==> src/rtl/sonar_rx_pkg.sv <==
// Shared types and constants for the sonar serial receiver: ASCII frame symbols,
// parser/receiver state encodings and the BCD payload layout.
package sonar_rx_pkg;

    localparam logic [7:0] DIGITO_0   = 8'h30;
    localparam logic [7:0] VIRGULA    = 8'h2C;
    localparam logic [7:0] TERMINADOR = 8'h23;

    // Codes are visible on db_estado, so they are pinned explicitly
    typedef enum logic [3:0] {
        ESPERA = 4'd0,
        ANG2   = 4'd1,
        ANG1   = 4'd2,
        ANG0   = 4'd3,
        VIRG   = 4'd4,
        DIST2  = 4'd5,
        DIST1  = 4'd6,
        DIST0  = 4'd7,
        FIM    = 4'd8
    } parser_state_e;

    typedef enum logic [1:0] {
        OCIOSO = 2'd0,
        INICIO = 2'd1,
        DADOS  = 2'd2,
        PARADA = 2'd3
    } rx_state_e;

    typedef struct packed {
        logic [3:0] centena;
        logic [3:0] dezena;
        logic [3:0] unidade;
    } bcd3_t;

    function automatic logic is_digito(input logic [7:0] c);
        return (c >= 8'h30) && (c <= 8'h39);
    endfunction

endpackage

==> src/rtl/sonar_serial_rx_if.sv <==
// Line input and decoded measurement outputs of the sonar receiver.
// master = line driver / consumer side, slave = the receiver itself.
interface sonar_serial_rx_if;
    logic        entrada_serial;
    logic [11:0] angulo;
    logic [11:0] distancia;
    logic        pronto;
    logic        erro;
    logic [3:0]  db_estado;

    modport master (output entrada_serial,
                    input  angulo, distancia, pronto, erro, db_estado);
    modport slave  (input  entrada_serial,
                    output angulo, distancia, pronto, erro, db_estado);
endinterface

==> src/rtl/uart_rx_bits.sv <==
// UART character receiver: synchroniser, mid-bit sampling, byte and error strobes.
// SONAR_RX_PARITY_EN selects 7E1 (parity checked) instead of 8N1.
module uart_rx_bits
    import sonar_rx_pkg::*;
#(
    parameter int unsigned BIT_TICKS = 434
) (
    input  logic       clock,
    input  logic       reset,
    input  logic       rx_i,
    output logic [7:0] byte_o,
    output logic       byte_vld_o,
    output logic       frm_err_c_o
);
    localparam int unsigned HALF_TICKS = BIT_TICKS / 2;
    localparam int unsigned TICK_W     = $clog2(BIT_TICKS + 1);

    rx_state_e         state_q, state_d;
    logic              sync1_q, sync2_q, prev_q;
    logic [TICK_W-1:0] tick_q, tick_d;
    logic [2:0]        bit_q;
    logic [7:0]        shift_q, byte_q;
    logic              byte_vld_q;
    logic              fall_c, tick_end_c, shift_en_c, stop_smp_c, char_ok_c, par_ok_c;
    logic [7:0]        data_c;

    // Line idles high, so the synchroniser and edge history reset to 1
    always_ff @(posedge clock or negedge reset) begin
        if (!reset) begin
            sync1_q <= 1'b1;
            sync2_q <= 1'b1;
            prev_q  <= 1'b1;
        end else begin
            sync1_q <= rx_i;
            sync2_q <= sync1_q;
            prev_q  <= sync2_q;
        end
    end

    assign fall_c = prev_q & ~sync2_q;

`ifdef SONAR_RX_PARITY_EN
    assign par_ok_c = ~(^shift_q);
    assign data_c   = {1'b0, shift_q[6:0]};
`else
    assign par_ok_c = 1'b1;
    assign data_c   = shift_q;
`endif

    always_ff @(posedge clock or negedge reset) begin
        if (!reset) state_q <= OCIOSO;
        else        state_q <= state_d;
    end

    always_comb begin
        state_d = state_q;
        case (state_q)
            OCIOSO:  if (fall_c)     state_d = INICIO;
            INICIO:  if (tick_end_c) state_d = sync2_q ? OCIOSO : DADOS;
            DADOS:   if (tick_end_c && (bit_q == 3'd7)) state_d = PARADA;
            PARADA:  if (tick_end_c) state_d = OCIOSO;
            default: state_d = OCIOSO;
        endcase
    end

    // Start bit is re-checked half a bit in; every later sample is one full bit apart
    always_comb begin
        tick_end_c  = (state_q == INICIO) ? (tick_q == TICK_W'(HALF_TICKS - 1))
                                          : (tick_q == TICK_W'(BIT_TICKS - 1));
        tick_d      = ((state_q == OCIOSO) || tick_end_c) ? '0 : tick_q + TICK_W'(1);
        shift_en_c  = (state_q == DADOS) && tick_end_c;
        stop_smp_c  = (state_q == PARADA) && tick_end_c;
        char_ok_c   = stop_smp_c && sync2_q && par_ok_c;
        frm_err_c_o = stop_smp_c && !(sync2_q && par_ok_c);
    end

    always_ff @(posedge clock or negedge reset) begin
        if (!reset) begin
            tick_q     <= '0;
            bit_q      <= '0;
            shift_q    <= '0;
            byte_q     <= '0;
            byte_vld_q <= 1'b0;
        end else begin
            tick_q     <= tick_d;
            byte_vld_q <= char_ok_c;
            if (state_q == OCIOSO) bit_q <= '0;
            else if (shift_en_c)   bit_q <= bit_q + 3'd1;
            if (shift_en_c) shift_q <= {sync2_q, shift_q[7:1]};
            if (char_ok_c)  byte_q  <= data_c;
        end
    end

    assign byte_o     = byte_q;
    assign byte_vld_o = byte_vld_q;

endmodule

==> src/rtl/sonar_serial_rx.sv <==
// Sonar receiver top: UART bits plus the "AAA,DDD#" frame parser with BCD outputs.
// Character format follows SONAR_RX_PARITY_EN (see uart_rx_bits).
module sonar_serial_rx
    import sonar_rx_pkg::*;
#(
    parameter int unsigned CLK_FREQ = 50_000_000,
    parameter int unsigned BAUD     = 115200
) (
    input  logic              clock,
    input  logic              reset,
    sonar_serial_rx_if.slave  bus
);
    localparam int unsigned BIT_TICKS = CLK_FREQ / BAUD;

    logic [7:0]    byte_c;
    logic          byte_vld_c, frm_err_c;
    parser_state_e state_q, state_d;
    bcd3_t         ang_sh_q, dist_sh_q, ang_q, dist_q;
    logic          pronto_q, erro_q;
    logic          dig_ok_c, err_c, commit_c;
    logic [2:0]    wr_ang_c, wr_dist_c;
    logic [3:0]    dig_c;

    uart_rx_bits #(.BIT_TICKS(BIT_TICKS)) u_bits (
        .clock       (clock),
        .reset       (reset),
        .rx_i        (bus.entrada_serial),
        .byte_o      (byte_c),
        .byte_vld_o  (byte_vld_c),
        .frm_err_c_o (frm_err_c)
    );

    assign dig_ok_c = is_digito(byte_c);
    assign dig_c    = 4'(byte_c - DIGITO_0);

    always_ff @(posedge clock or negedge reset) begin
        if (!reset) state_q <= ESPERA;
        else        state_q <= state_d;
    end

    always_comb begin
        state_d = state_q;
        if (byte_vld_c) begin
            case (state_q)
                ESPERA:  if (dig_ok_c) state_d = ANG1;
                ANG1:    state_d = dig_ok_c ? ANG0 : ESPERA;
                ANG0:    state_d = dig_ok_c ? VIRG : ESPERA;
                VIRG:    state_d = (byte_c == VIRGULA) ? DIST2 : ESPERA;
                DIST2:   state_d = dig_ok_c ? DIST1 : ESPERA;
                DIST1:   state_d = dig_ok_c ? DIST0 : ESPERA;
                DIST0:   state_d = dig_ok_c ? FIM : ESPERA;
                default: state_d = ESPERA;
            endcase
        end
    end

    // Shadow write enables, commit and format-error decode for the current byte
    always_comb begin
        wr_ang_c  = 3'b000;
        wr_dist_c = 3'b000;
        err_c     = 1'b0;
        commit_c  = 1'b0;
        if (byte_vld_c) begin
            case (state_q)
                ESPERA:  wr_ang_c[2]  = dig_ok_c;
                ANG1:    begin wr_ang_c[1]  = dig_ok_c; err_c = !dig_ok_c; end
                ANG0:    begin wr_ang_c[0]  = dig_ok_c; err_c = !dig_ok_c; end
                VIRG:    err_c = (byte_c != VIRGULA);
                DIST2:   begin wr_dist_c[2] = dig_ok_c; err_c = !dig_ok_c; end
                DIST1:   begin wr_dist_c[1] = dig_ok_c; err_c = !dig_ok_c; end
                DIST0:   begin wr_dist_c[0] = dig_ok_c; err_c = !dig_ok_c; end
                FIM:     begin commit_c = (byte_c == TERMINADOR); err_c = !commit_c; end
                default: err_c = 1'b1;
            endcase
        end
    end

    always_ff @(posedge clock or negedge reset) begin
        if (!reset) begin
            ang_sh_q  <= '0;
            dist_sh_q <= '0;
            ang_q     <= '0;
            dist_q    <= '0;
            pronto_q  <= 1'b0;
            erro_q    <= 1'b0;
        end else begin
            if (wr_ang_c[2])  ang_sh_q.centena  <= dig_c;
            if (wr_ang_c[1])  ang_sh_q.dezena   <= dig_c;
            if (wr_ang_c[0])  ang_sh_q.unidade  <= dig_c;
            if (wr_dist_c[2]) dist_sh_q.centena <= dig_c;
            if (wr_dist_c[1]) dist_sh_q.dezena  <= dig_c;
            if (wr_dist_c[0]) dist_sh_q.unidade <= dig_c;
            if (commit_c) begin
                ang_q  <= ang_sh_q;
                dist_q <= dist_sh_q;
            end
            pronto_q <= commit_c;
            erro_q   <= err_c | frm_err_c;
        end
    end

    assign bus.angulo    = ang_q;
    assign bus.distancia = dist_q;
    assign bus.pronto    = pronto_q;
    assign bus.erro      = erro_q;
    assign bus.db_estado = state_q;

endmodule

==> src/flat_wrapper.sv <==
// flat-port wrapper written by rule: the top's interface ports become plain ports
module sonar_serial_rx_flat import sonar_rx_pkg::*;
#(
    parameter int unsigned CLK_FREQ = 50_000_000,
    parameter int unsigned BAUD     = 115200
)
  (clock, reset, bus_entrada_serial, bus_angulo, bus_distancia, bus_pronto, bus_erro, bus_db_estado);
  sonar_serial_rx_if bus_i ();
  input  logic clock;
  input  logic reset;
  input wire logic [$bits(bus_i.entrada_serial)-1:0] bus_entrada_serial;
  output wire logic [$bits(bus_i.angulo)-1:0] bus_angulo;
  output wire logic [$bits(bus_i.distancia)-1:0] bus_distancia;
  output wire logic [$bits(bus_i.pronto)-1:0] bus_pronto;
  output wire logic [$bits(bus_i.erro)-1:0] bus_erro;
  output wire logic [$bits(bus_i.db_estado)-1:0] bus_db_estado;
  assign bus_i.entrada_serial = bus_entrada_serial;
  assign bus_angulo = bus_i.angulo;
  assign bus_distancia = bus_i.distancia;
  assign bus_pronto = bus_i.pronto;
  assign bus_erro = bus_i.erro;
  assign bus_db_estado = bus_i.db_estado;
  sonar_serial_rx #(.CLK_FREQ(CLK_FREQ), .BAUD(BAUD)) u_core (.clock(clock), .reset(reset), .bus(bus_i));
endmodule
==> config.mk <==
export PLATFORM = sky130hd
export DESIGN_NAME = sonar_serial_rx_flat
export DESIGN_NICKNAME = d
export VERILOG_FILES = /design/src/rtl/sonar_rx_pkg.sv /design/src/rtl/sonar_serial_rx_if.sv /design/src/rtl/uart_rx_bits.sv /design/src/rtl/sonar_serial_rx.sv /design/src/flat_wrapper.sv
export SDC_FILE = /design/constraint.sdc
export NUM_CORES = 1
export LEC_CHECK = 0
export ABC_AREA = 1
export CAP_MARGIN = 25
export CORE_MARGIN = 2
export CORE_UTILIZATION = 57
export CTS_CLUSTER_SIZE = 16
export DETAILED_ROUTE_END_ITERATION = 8
export GPL_ROUTABILITY_DRIVEN = 0
export PLACE_DENSITY = 0.79
export REMOVE_ABC_BUFFERS = 1
export SKIP_LAST_GASP = 1
export SYNTH_ARGS = -nofsm -noshare
export SYNTH_HDL_FRONTEND = slang
export SYNTH_SLANG_ARGS = --single-unit
==> constraint.sdc <==
create_clock -name clock -period 2.05 [get_ports clock]
set_clock_uncertainty 0.05 [all_clocks]
set_input_delay 0.205 -clock clock [delete_from_list [all_inputs] [get_ports clock]]
set_output_delay 0.205 -clock clock [all_outputs]
set_load 0.005 [all_outputs]
Yosys cells after proc, flatten, opt, wreduce, memory -nomap -nowiden:

Cells that the tools add are included.

* add/subtract/negate cells: 3
* order comparisons: 2
* equal/unequal tests: 21
* muxes and demuxes: 30
* bitwise operators: 3
* reductions and logical operators: 16

Operators by type and width (number)
* $pmux W4 S7: 1
* $mux W3: 8
* $eq A4 B3 Y1 const B: 4
* $eq A8 B6 Y1 const B: 2
* $mux W2: 6
* $mux W1: 10
* $add A9 B1 Y9 const B: 1
* $eq A9 B8 Y1 const B: 1
* $eq A9 B9 Y1 const B: 1
* $mux W9: 1
* $eq A4 B2 Y1 const B: 2
* $ge A8 B6 Y1 const B: 1
* $le A8 B6 Y1 const B: 1
* $mux W4: 2
* $ne A2 B2 Y1 const B: 4
* $ne A8 B6 Y1 const B: 1
* $pmux W2 S4: 1
* $logic_and A1 B1 Y1: 6
* $reduce_or A5 Y1: 1
* $eq A2 B2 Y1 const B: 2
* $eq A4 B4 Y1 const B: 1
* $logic_not A4 Y1: 1
* $pmux W1 S4: 1
* $reduce_and A4 Y1: 1
* 13 further kinds: 15

* register bits: 88
* input bits: 3
* output and inout bits: 30
* logic and storage cells: 99

Depth between registers and ports, before layout:

Gate-level depths: netlist (run 1).

* word-level depth: 6
* gate-level depth with buffers: 10
* depth with buffers taken out: 9

Modules after synthesis:

From an unflattened synthesis (run 1), not the netlist that was laid out.

* cell total of the unflattened synthesis: 439
* area, all modules: 3873.7 µm²

By module, submodules not included
* sonar_serial_rx: times used 1, cells an instance 262, area each 2314.7 µm², sequential area each 1351.3 µm²
* uart_rx_bits: times used 1, cells an instance 177, area each 1559.0 µm², sequential area each 854.6 µm²

Worst setup path before layout (run 1):

Ideal clock, no wire load.

* path type: flip-flop to flip-flop
* start: register u_core.u_bits.byte_q[2], in the netlist u_core.u_bits.byte_o[2]
* end: register u_core.dist_sh_q[0] (netlist bit)
* setup time: 0.118 ns
* data arrival time: 1.309 ns
* data required time: 1.882 ns
* path slack: 0.573 ns
* cell stages (with the launch flop): 9
* buffers on the path: 0
* clock period less this slack: 1.477 ns
* cell sequence: dfrtp_1 > inv_1 > nand2_1 > nand3_1 > nand2_1 > nor3_2 > nor2_1 > a21oi_1 > inv_1

* longest elaborated chain between the ends: 4
* elaborated cells on any way between the ends: 5
* classes of those cells: order compare: 2; mux: 2; reduce/logical: 1

RTL lines
* from (decl): line uart_rx_bits.sv:22 `logic [7:0] shift_q, byte_q;`
* from (signal assigned): line uart_rx_bits.sv:90 `if (char_ok_c) byte_q <= data_c;`
* $ge A8 B6 Y1 / $le A8 B6 Y1 (equally long branches): line sonar_rx_pkg.sv:36 `return (c >= 8'h30) && (c <= 8'h39);`
* $logic_and A1 B1 Y1 (*): line sonar_rx_pkg.sv:36
* $mux W1 (*): line sonar_serial_rx.sv:64 `case (state_q)`
* $mux W3 (*): line sonar_serial_rx.sv:63 `if (byte_vld_c) begin`
* to (decl): line sonar_serial_rx.sv:18 `bcd3_t ang_sh_q, dist_sh_q, ang_q, dist_q;`

Every way passes the cells marked *; elsewhere a longest branch is shown, timed or not.
A chain may end at the register's enable or synchronous reset.

Final worst setup path (run 1):

* start: register u_core.u_bits.byte_q[2], in the netlist u_core.u_bits.byte_o[2]
* end: register u_core.dist_sh_q[1] (netlist bit)

Same word-level chain as after synthesis.

==> results.md, run 1 <==
* Outcome: completed
* Max-slew violation count at 0
* Post_cts resized at 0
* Post-Syn Area per Cell at 8.78 um^2
* Critical path data arrival time at 2.02 ns
* Area contributors post-synth: dfrtp_1 56%, nand2_1 14%, o21ai_0 5.0%, inv_1 4.9%, o21ai_2 2.5%
* Fin Setup TNS at 0 ns
* First-pass GRT wire length at 12600 um
* Die X at 85.6 um
* Slew margin rel. at 0.675
* Antenna viol nets, final at 0
* RR Startpoint: u_core.u_bits.byte_o[2]
* Vias in the first global route at 2832
* Worst vdd ir at 0.000531 V
* Final std cells w/o fill at 554
* Nets at 478
* Layout cells sized above 1 at 0.101
* CP max-delay cell: nor3_2
* Post-Route WL at 7010 um
* Number of antenna repair diodes at 0
* Gr usage total at 0.217
* RSZ-0062 raised after global routing: no
* Most frequent cells in the layout: 144 x nand2_1, 85 x dfrtp_1, 50 x inv_1, 38 x o21ai_0, 31 x clkdlybuf4s50_1
* Hold WC Path Type: primary input to flip-flop
* CP Cell Sequence: inv_1, nand2_1, nand3_1, nand2_1, nor3_2, nor2_1, a21oi_1, inv_1
* Synthesis warning total at 0
* Via count at 2898
* Core footprint at 6390 um^2
* Max-cap viol count at 0
* CP required at 2.24 ns
* Layout area overhead at 17.2%
* DRC at 0
* Commonest non-fill, non-tap cell in the layout: nand2_1
* Crit path from: u_core.u_bits.byte_o[2]
* #FFs+latches synth at 88
* H-tree levels at 3
* Final Util at 0.696
* Mapped Area at 3790 um^2
* TritonCTS buffer count at 9
* CP peak stage delay at 0.43 ns
* Worst Tran Pin Value at 0.486 ns
* Postcts setup bufs at 0
* Setup crit end kind: flip-flop
* Die ar. at 7320 um^2
* Row Count at 29
* WL/cell at 12.7 um
* Clock latency on the worst-skew pair at 0.35 ns
* R2R cell count at 8
* Syn Inst Count at 432
* Hpwl dp at 4960 um
* Sequential share of the synthesized area at 0.581
* Unique masters post-synth at 27
* Crit path to: u_core.dist_sh_q[1]
* DR iter-0 viols at 140
* Final Hold Fails at 0
* Fmax at 548 MHz
* IO Port Bufs at 32
* R2r setup slk at 0.23 ns
* Reg2reg end: u_core.dist_sh_q[1]
* Share of the synthesized area in the top cell type at 0.561
* Pleak at 0.00220 uW
* Final min period at 1.82 ns
* Post-synth top area cell: dfrtp_1
* Aggregate global routing overflow at 0
* Fill count at 532
* Crit share post-route at 0.889
* I/O Pins at 33
* CTS tree: built
* Power per cell area at 751 nW/um^2
* Die height at 85.6 um
* Pre-antenna DRT Iters at 4
* Post-DR vias/cell at 5.23
* Hold_ws at 0.211 ns
* Initial antenna violation count at 0
* Max Root-Sink Buffers at 2
* Critical path launch point type: flip-flop
* CTS Root Cell: clkbuf_8
* Initial Util at 0.594
* Hold Startpoint: bus_entrada_serial
* Clk sinks at 88
* Setup Crit Path Kind: flip-flop to flip-flop
* Biggest fanout along the worst timing path at 8
* Area of the multi-input gates at 1340 um^2
* FF/Latch Area at 2210 um^2
* Largest net degree at the start of global routing at 39
* Register clock-pin slew on the reported worst setup and hold paths at 0.08 ns
* Final setup fails at 0
* DP Cell Count at 537
[worst max-delay path: cells and delay by family (launching register included)]
family,cells,cell delay [ns]
buf+inv,2,0.22
compound gates,1,0.16
simple gates,5,0.87
flops,1,0.42
[per-stage QoR]
step / total power, uW / instance area (um^2) / setup WS, ns
6_report: 3340 / 4450 / 0.227
5_1_grt: 3470 / 4450 / 0.0583
4_1_cts: 3370 / 4450 / 0.220
3_5_place_dp: 2040 / 4210 / 0.239
3_3_place_gp: 2040 / 4210 / 0.274
2_1_floorplan: 1970 / 3740 / 0.239
[metal layers]
metal  wire length, um  track usage
met1              3130        0.279
met4               159        0.107
met5                 0            0
met2              3450        0.357
met3               273       0.0404
[how the worst min path moves through the flow]
stage          cells after the start  slack, ns                       to
5_1_grt                            1       0.21    u_core.u_bits.sync1_q
4_1_cts                            1       0.20    u_core.u_bits.sync1_q
3_5_place_dp                       1       0.14  u_core.bus.distancia[4]
3_3_place_gp                       1       0.14  u_core.bus.distancia[0]
2_1_floorplan                      0      -0.14                async pin
6_report                           1       0.21    u_core.u_bits.sync1_q
[cells by family (layout without fill, tap and decap cells)]
| family | after synthesis | after routing | synth area share |
|---|---|---|---|
| adders and majority gates | 3 | 3 | 0.00990 |
| AOI/OAI and AO/OA | 61 | 61 | 0.0917 |
| DFF | 88 | 88 | 0.581 |
| buffers and inverters | 62 | 107 | 0.0663 |
| and+or+nand+nor | 218 | 218 | 0.251 |
[synth_stat cells (all sizes together)]
cell type and number:
ha 3, dfstp 3, nand2 145, nor3 10, clkbuf 3, a21oi 11, and3 2, a31oi 1
nand3b 3, dfrtp 85, buf 6, or2 1, nor2 27, nor3b 2, nand3 17, inv 53
o21ai 49, nand4 11
[state kept, by name (all words and copies together), names as in the netlist, named ones only]
| signal | cells |
|---|---|
| u_core.u_bits.prev_q | 1 |
| u_core.bus.erro | 1 |
| u_core.bus.db_estado | 4 |
| u_core.u_bits.byte_vld_o | 1 |
| u_core.bus.distancia | 12 |
| u_core.u_bits.bit_q | 3 |
| u_core.u_bits.state_q | 1 |
| u_core.dist_sh_q | 12 |
| u_core.u_bits.byte_o | 8 |
| u_core.u_bits.sync2_q | 1 |
| u_core.u_bits.data_c | 8 |
| u_core.u_bits.sync1_q | 1 |
| u_core.bus.pronto | 1 |
| u_core.bus.angulo | 12 |
| u_core.ang_sh_q | 12 |
| u_core.u_bits.tick_q | 9 |
[repair_timing]
item / in CTS / in global routing
hold buffers: 1 / 0
hold endpoints to repair: 36 / 0
endpoints found under the setup margin: 0 / 0
[final cells by class]
cell class,instances,area share
sequential,88,0.496
multi-input combinational,282,0.301
timing repair buffer,38,0.0850
inverter,53,0.0448
clock buffer,11,0.0341
tap,77,0.0217
clock inverter,5,0.0177
[where the power goes]
group | total (uW) | switching [uW] | internal [uW]
Sequential | 1810 | 40.8 | 1770
Combinational | 194 | 135 | 58.6
Clock | 1330 | 583 | 751
Note: power is estimated with default switching activity, not from simulation.
==> run 2, diff against run 1 <==
--- a/config.mk
+++ b/config.mk
@@ -8,11 +8,10 @@
 export ABC_AREA = 1
 export CAP_MARGIN = 25
 export CORE_MARGIN = 2
-export CORE_UTILIZATION = 57
+export CORE_UTILIZATION = 25
 export CTS_CLUSTER_SIZE = 16
 export DETAILED_ROUTE_END_ITERATION = 8
 export GPL_ROUTABILITY_DRIVEN = 0
-export PLACE_DENSITY = 0.79
 export REMOVE_ABC_BUFFERS = 1
 export SKIP_LAST_GASP = 1
 export SYNTH_ARGS = -nofsm -noshare
==> results.md, run 2 (synthesis results as in run 1) <==
* Outcome: completed
* Fin Setup TNS at 0 ns (unchanged)
* Pleak at 0.00224 uW (+2.0%)
* Die height at 127 um (+49%)
* Clock latency on the worst-skew pair at 0.34 ns (about the same)
* Vias in the first global route at 2883 (+1.8%)
* Antenna viol nets, final at 0 (unchanged)
* Power, Total at 3800 uW (+14%)
* Critical path data arrival time at 1.99 ns (-0.03 ns)
* Slew margin rel. at 0.701 (+0.0266)
* IO Port Bufs at 32 (unchanged)
* CP Cell Sequence: inv_1, nand2_1, nand3_1, nand2_1, nor2_1, nand2_1, nor2_2, nand2_1, o21ai_0
* Hpwl dp at 5380 um (+8.3%)
* Post-DR vias/cell at 4.26 (-19%)
* Register clock-pin slew on the reported worst setup and hold paths at 0.06 ns (-0.02 ns)
* Hold WC Path Type: primary input to flip-flop
* Final setup fails at 0 (unchanged)
* Max-slew violation count at 0 (unchanged)
* Die ar. at 16200 um^2 (+120%)
* First-pass GRT wire length at 13300 um (+5.9%)
* Max-cap viol count at 0 (unchanged)
* Final min period at 1.79 ns (-0.0338 ns)
* Post-Route WL at 7500 um (+6.9%)
* CP max-delay cell: dfrtp_1
* Die X at 127 um (+49%)
* CP peak stage delay at 0.43 ns (about the same)
* Final std cells w/o fill at 666 (+20%)
* Largest net degree at the start of global routing at 37 (-5.1%)
* Max Root-Sink Buffers at 2 (unchanged)
* DP Cell Count at 649 (+21%)
* Most frequent cells in the layout: 144 x nand2_1, 85 x dfrtp_1, 50 x inv_1, 38 x o21ai_0, 31 x clkdlybuf4s50_1
* Worst Tran Pin Value at 0.446 ns (-0.0397 ns)
* Aggregate global routing overflow at 0 (unchanged)
* Critical path launch point type: flip-flop
* Setup Crit Path Kind: flip-flop to flip-flop
* Nets at 479 (+0.21%)
* CP required at 2.25 ns (about the same)
* Worst vdd ir at 0.000450 V (-15%)
* Met3 usage at 0.0322 (-0.00818)
* Number of antenna repair diodes at 0 (unchanged)
* Via count at 2838 (-2.1%)
* WL/cell at 11.3 um (-11%)
* Clk sinks at 88 (unchanged)
* Layout cells sized above 1 at 0.100 (-0.000211)
* Gr usage total at 0.102 (-0.116)
* Power per cell area at 809 nW/um^2 (+7.7%)
* Pre-antenna DRT Iters at 5 (+1)
* Layout area overhead at 23.7%
* Gr busiest metal: met2
* Post_cts resized at 0 (unchanged)
* Met2 Usage GRT at 0.171 (-0.185)
* Row Count at 45 (+55%)
* CTS Root Cell: clkbuf_16
* CTS tree: built
* DRC at 0 (unchanged)
* GR Util met1 at 0.125 (-0.154)
* Core footprint at 15000 um^2 (+140%)
* Initial Util at 0.252 (-0.342)
* H-tree levels at 3 (unchanged)
* Commonest non-fill, non-tap cell in the layout: nand2_1
* Most common cell on crit path: nand2_1
* Final Hold Fails at 0 (unchanged)
* Initial antenna violation count at 0 (unchanged)
* DR iter-0 viols at 289 (+110%)
* Fmax at 559 MHz (+1.9%)
* Setup crit end kind: flip-flop
* I/O Pins at 33 (unchanged)
* Crit share post-route at 0.873 (-0.0165)
* TritonCTS buffer count at 9 (unchanged)
* Biggest fanout along the worst timing path at 8 (unchanged)
* RSZ-0062 raised after global routing: no
[run 2: what timing repair did]
item,4_1_cts,5_1_grt
setup endpoints to repair,0,0
endpoints found under the hold margin,34,0
buffers inserted,0,0
hold buffers,1,0
[run 2: final cells by class]
cell class	instances	area, um^2
Fill cell	1524	10300
Sequential cell	88	2210
Multi-Input combinational cell	282	1340
Timing Repair Buffer	39	385
Clock buffer	12	256
Tap cell	188	235
Inverter	53	199
Clock inverter	4	76.3
[run 2: through the flow]
| step | worst slack, ns | cell area [um^2] | hold slack (ns) | util |
|---|---|---|---|---|
| 3_5_place_dp | 0.266 | 4350 | 0.142 | 0.289 |
| 6_report | 0.260 | 4690 | 0.229 | 0.312 |
| 4_1_cts | 0.261 | 4690 | 0.218 | 0.312 |
| 5_1_grt | 0.0398 | 4690 | 0.227 | 0.312 |
| 3_3_place_gp | 0.323 | 4350 | 0.132 | 0.289 |
| 2_1_floorplan | 0.239 | 3740 | -0.141 | - |
[run 2: final timing paths]
check	cells past startpoint	slack, ns	from	endpoint
max	9	0.26	u_core.u_bits.byte_o[2]	u_core.ang_sh_q[0]
min	1	0.23	bus_entrada_serial	u_core.u_bits.sync1_q
max reg2reg	9	0.26	u_core.u_bits.byte_o[2]	u_core.ang_sh_q[0]
min reg2reg	0	0.31	u_core.u_bits.sync1_q	u_core.u_bits.sync2_q
max in group asynchronous	3	1.01	reset	u_core.bus.erro
min in group asynchronous	2	0.32	reset	u_core.bus.distancia[6]
[run 2: power by group]
group	internal (uW)	total, uW	switching, uW
registers	1770	1820	43.6
logic	58.4	200	142
clock network	1140	1780	644
[run 2: worst max-delay path, delay by kind of cell, from the launching register on]
family                 cells  cell delay, ns
AO/OA/AOI/OAI              1            0.08
buffers and inverters      1            0.20
flip-flops                 1            0.43
AND/OR/NAND/NOR            7            0.95
[run 2: layer usage]
layer / part of all wire / routed length [um]
met1: 0.47 / 3560
met2: 0.49 / 3660
met3: 0.028 / 211
met4: 0.0085 / 64
met5: 0 / 0
